--- src/rtl/pc_update_unit.sv ---
// Program counter update with branch/jump select and misaligned-target trap.
// Two-state RUN/TRAP machine; taken conditional branches are counted.
module pc_update_unit #(
  parameter int                    word_size  = 32,
  parameter logic [word_size-1:0] RESET_PC   = 32'h0000_0000,
  parameter logic [word_size-1:0] EXC_VECTOR = 32'h0000_0180
) (
  input  logic                 clk,
  input  logic                 rst_n,
  input  logic                 PCWrite,
  input  logic                 PCWriteCond,
  input  logic                 Branch,
  input  logic [1:0]           PCSource,
  input  logic [word_size-1:0] alu_result,
  input  logic [word_size-1:0] alu_out,
  input  logic [25:0]          jump_field,
  output logic [word_size-1:0] pc,
  output logic [word_size-1:0] epc,
  output logic [word_size-1:0] bad_addr,
  output logic                 trap,
  output logic [15:0]          branch_cnt
);

  typedef enum logic {
    RUN,
    TRAP
  } state_t;

  state_t               state_q;
  state_t               state_d;
  logic [word_size-1:0] jump_target;
  logic [word_size-1:0] next_pc;
  logic                 pc_en;
  logic                 misaligned;
  logic                 cond_taken;
  logic [word_size-1:0] pc_d;
  logic [word_size-1:0] epc_d;
  logic [word_size-1:0] bad_d;
  logic [15:0]          cnt_d;

  assign jump_target = {pc[word_size-1:28], jump_field, 2'b00};
  assign pc_en       = PCWrite | (PCWriteCond & Branch);
  assign cond_taken  = PCWriteCond & Branch & ~PCWrite;
  assign misaligned  = |next_pc[1:0];
  assign trap        = (state_q == TRAP);

  // Next-PC source select.
  always_comb begin
    next_pc = alu_result;
    unique case (PCSource)
      2'b00: next_pc = alu_result;
      2'b01: next_pc = alu_out;
      2'b10: next_pc = jump_target;
      2'b11: next_pc = epc;
    endcase
  end

  // Next-state and register updates for the RUN/TRAP machine.
  always_comb begin
    state_d = state_q;
    pc_d    = pc;
    epc_d   = epc;
    bad_d   = bad_addr;
    cnt_d   = branch_cnt;
    unique case (state_q)
      RUN: begin
        if (pc_en) begin
          if (misaligned) begin
            epc_d   = pc;
            bad_d   = next_pc;
            state_d = TRAP;
          end else begin
            pc_d = next_pc;
            if (cond_taken)
              cnt_d = branch_cnt + 16'd1;
          end
        end
      end
      TRAP: begin
        pc_d    = EXC_VECTOR;
        state_d = RUN;
      end
      default: state_d = RUN;
    endcase
  end

  // State and architectural registers.
  always_ff @(posedge clk or negedge rst_n) begin
    if (!rst_n) begin
      state_q    <= RUN;
      pc         <= RESET_PC;
      epc        <= '0;
      bad_addr   <= '0;
      branch_cnt <= '0;
    end else begin
      state_q    <= state_d;
      pc         <= pc_d;
      epc        <= epc_d;
      bad_addr   <= bad_d;
      branch_cnt <= cnt_d;
    end
  end

endmodule

--- config.mk ---
export PLATFORM = sky130hd
export DESIGN_NAME = pc_update_unit
export DESIGN_NICKNAME = d
export VERILOG_FILES = /design/src/rtl/pc_update_unit.sv
export SDC_FILE = /design/constraint.sdc
export NUM_CORES = 1
export LEC_CHECK = 0
export ABC_AREA = 1
export CORE_ASPECT_RATIO = 1.2
export CORE_UTILIZATION = 30
export CTS_BUF_LIST = sky130_fd_sc_hd__clkbuf_8
export DETAILED_ROUTE_END_ITERATION = 12
export HOLD_SLACK_MARGIN = 0.03
export PLACE_DENSITY_LB_ADDON = 0.25
export SLEW_MARGIN = 20
export SYNTH_ARGS = -nofsm -noshare
export SYNTH_HDL_FRONTEND = slang
export SYNTH_SLANG_ARGS = --single-unit
export TNS_END_PERCENT = 20
--- constraint.sdc ---
create_clock -name clk -period 1.49 [get_ports clk]
set_clock_uncertainty 0.15 [all_clocks]
set_input_delay 0.149 -clock clk [delete_from_list [all_inputs] [get_ports clk]]
set_output_delay 0.149 -clock clk [all_outputs]
set_load 0.01 [all_outputs]
==> results by group <==
Logic synthesis
  – Leading area contributor after synthesis: dfrtp_1
  – Seq cells post-synth: 113
  – Syn nets: 865
  – Post-synth top area share: 0.492
  – Syn_area_per_cell: 7.49 um2
  – Yosys Warn Count: 0
  – Count of unique library cells instantiated by Yosys: 19
  – Sequential area share after synthesis: 0.492
  – Largest cells by area after synthesis: dfrtp_1, nand2_1, nand3_1
  – Post-Syn Area: 5750 um2
  – Cells after synthesis: 767

CTS
  – CTS sink count: 113
  – CTS H-tree depth: 4
  – Clk slew on worst S/H paths: 70 ps
  – Clock Tree Buf Depth: 2
  – TritonCTS clock tree: yes
  – Num CTS Buffers: 17
  – Clk_lat worst skew: 430 ps
  – Root buffer cell: clkbuf_8

STA
  – Final Slew Violations: 0
  – Setup ws final: -78.9 ps
  – Period minus WS final: 1570 ps
  – Slew headroom: 0.691
  – Setup Total Neg Slack: -1240 ps
  – Post-route clock period utilization: 1.05
  – Endpoints failing hold: 0
  – RSZ-0062 raised after global routing: true
  – Fmax: 637 MHz
  – Final setup violation count: 43
  – Worst-Margin Slew: 464 ps

Min path
  – Hold Path Class: primary input to flip-flop

Placement
  – Final GP Congestion: 0.811
  – HPWL Detailed: 14,900 um
  – Placed Cells: 1,226
  – Buffers on Ports: 209

Setup path
  – WP buf/inv: 2
  – Critical Path RT: 1660 ps
  – CP peak stage delay: 390 ps
  – Crit. End Element: flip-flop
  – Worst-path cell chain: nand3_2 -> nand2_2 -> nor2_4 -> buf_4 -> nand3b_1 -> buf_12 -> nand2_1 -> nand2_1
  – CP delay by family, top: simple AND/OR/NAND/NOR gates
  – Worst Path Max Fanout: 19
  – CP dominant cell by count: nand2_1
  – Setup CP Type: flip-flop to flip-flop
  – Worst Path Arrival: 1740 ps
  – Worst setup SP type: flip-flop
  – Worst path slowest cell: dfrtp_1

Die
  – Row count: 55
  – Core area: 18,800 um2
  – Die ar.: 19,700 um2
  – Die X: 128 um
  – Initial Utilization: 0.306
  – Die height: 154 um
  – I/O pin total: 210

Global routing
  – Total congestion overflow: 0
  – Initial antenna violation count: 2
  – Vias in the first global route: 6,118
  – Total GRT Usage: 0.224
  – First-pass GRT wire length: 33,800 um
  – Largest net degree at the start of global routing: 43

Final layout
  – Final non-filler cell total: 1,283
  – Fill cells: 1,885
  – Final Util: 0.491
  – Multi-input gate area: 2690 um2
  – Layout cells sized above 1: 0.141
  – Sequential Area: 2840 um2
  – Final nets: 1,112
  – Area Overhead vs Synth: 60.3%

Routing
  – 1st-iter DRT viols: 288
  – First drt pass iteration count: 5
  – Wl on met1: 9090 um
  – Met2 routed wirelength: 10,500 um
  – Final routed DRC violation total: 0
  – Vias: 6,261
  – DRT Wirelength: 21,500 um
  – Via density: 4.88
  – Routed len/inst: 16.8 um
  – Uppermost layer routed: met5
  – WL met3: 1300 um
  – Detail Route Antenna Nets: 0

Power
  – Switching Fraction: 0.325
  – Clk pwr share: 0.313
  – Max VDD drop: 0.000593 V
  – Psw: 3750 uW
  – Pleak: 0.00467 uW
  – Total Power: 11,600 uW
  – Pwr per Cell Area: 1250 nW/um2
  – Reg power frac: 0.371
  – Gate power share: 0.316
  – Pint: 7810 uW

Job
  – Max cap viols: 0

Status
  – Failing checks: setup timing
  – Status: complete, but fails checks
[path summary, 6_finish.rpt]
| kind | startpoint | endpoint | cells after the start | slack (ps) |
|---|---|---|---|---|
| min reg2reg | bad_addr[7] | bad_addr[7] | 2 | 320 |
| max in group asynchronous | rst_n | branch_cnt[7] | 4 | 140 |
| min in group asynchronous | rst_n | pc[3] | 3 | 530 |
| min | PCSource[1] | bad_addr[0] | 6 | 250 |
| max reg2reg | epc[1] | branch_cnt[12] | 8 | -80 |
| max | epc[1] | branch_cnt[12] | 8 | -80 |
[metrics by stage]
| step | worst slack, ps | instance area (um2) | hold slack (ps) |
|---|---|---|---|
| after floorplan | -43.0 | 5780 | -297 |
| after global placement | -317 | 8470 | -66.5 |
| after detailed placement | -356 | 8470 | -62.4 |
| after CTS | -88.2 | 8970 | 224 |
| after global routing | -154 | 9220 | 255 |
| final | -78.9 | 9220 | 246 |
[placed cells by master, fill, tap and decap left out, types with 2 or more instances in the layout]
cell type,netlist,routed
nand2_1,300,289
nand3_1,166,163
dfrtp_1,113,107
clkdlybuf4s50_1,0,93
dlygate4sd2_1,0,70
nand4_1,63,63
buf_4,3,52
clkdlybuf4s15_1,0,38
clkbuf_8,0,21
nor2_1,23,20
inv_1,18,19
buf_12,0,14
nand2_2,2,10
buf_6,0,7
o21ai_1,7,6
xnor2_1,6,6
dfrtp_2,0,6
bufinv_16,0,6
buf_2,14,6
nor2_4,0,4
inv_2,5,3
nand3_2,0,3
nand2_4,0,2
nor2_2,3,2
o21ai_0,2,2
clkbuf_16,0,2
dlygate4sd3_1,0,2
[area by class of cell]
cell class | count | share of cell area
inverters | 23 | 0.0105
flip-flops and latches | 113 | 0.308
diodes | 1 | 0.000272
well taps | 256 | 0.0348
clock buffers | 21 | 0.0314
repair buffers | 284 | 0.301
clock inverters | 10 | 0.0223
multi-input cells | 575 | 0.292
[per-layer routing]
metal / GRT usage / up-vias
met4: 0.0958 / 2
li1: - / 3056
met3: 0.0546 / 36
met1: 0.277 / 2974
met5: 0 / -
met2: 0.368 / 193
[power by group through the flow]
stage / clock (uW) / sequential [uW] / combinational (uW)
CTS: 3680 / 4280 / 3540
floorplan: 0 / 4570 / 1160
global route: 3820 / 4390 / 3990
detailed placement: 0 / 4370 / 3860
global placement: 0 / 4380 / 3820
finish: 3620 / 4290 / 3660
[what timing repair did]
action / CTS / global route
buffers inserted: 16 / 4
endpoints found under the hold margin: 113 / 0
hold buffers: 2 / 0
setup endpoints to repair: 186 / 148
resized for setup: 142 / 64
pin swaps: 3 / 6
gates cloned: 0 / 3
[flip-flops by register name, summed over array words and instances (netlist names)]
name / cells
pc: 32
trap: 1
epc: 32
bad_addr: 32
branch_cnt: 16
[kinds of logic after synthesis]
| group | synth area share |
|---|---|
| AOI/OAI and AO/OA | 0.00784 |
| xor gates and xnor gates | 0.0107 |
| adders and majority gates | 0.00218 |
| buffers and inverters | 0.0566 |
| DFF | 0.492 |
| and+or+nand+nor | 0.431 |
[tightest hold or removal path, stage by stage]
cell and delay, ps:
buf_2 170, nand3_2 110, nand2_2 60, nor2_4 130, buf_4 130, o21ai_1 60
[cell usage after synthesis, drive strengths merged]
library cell  instances
buf                  28
xor2                  1
nand2               302
xnor2                 6
ha                    1
nor2                 26
nand3               166
nand4                63
dfrtp               113
nand3b                1
clkbuf               28
o21ai                 9
inv                  23
Note: power is estimated with default switching activity, not from simulation.
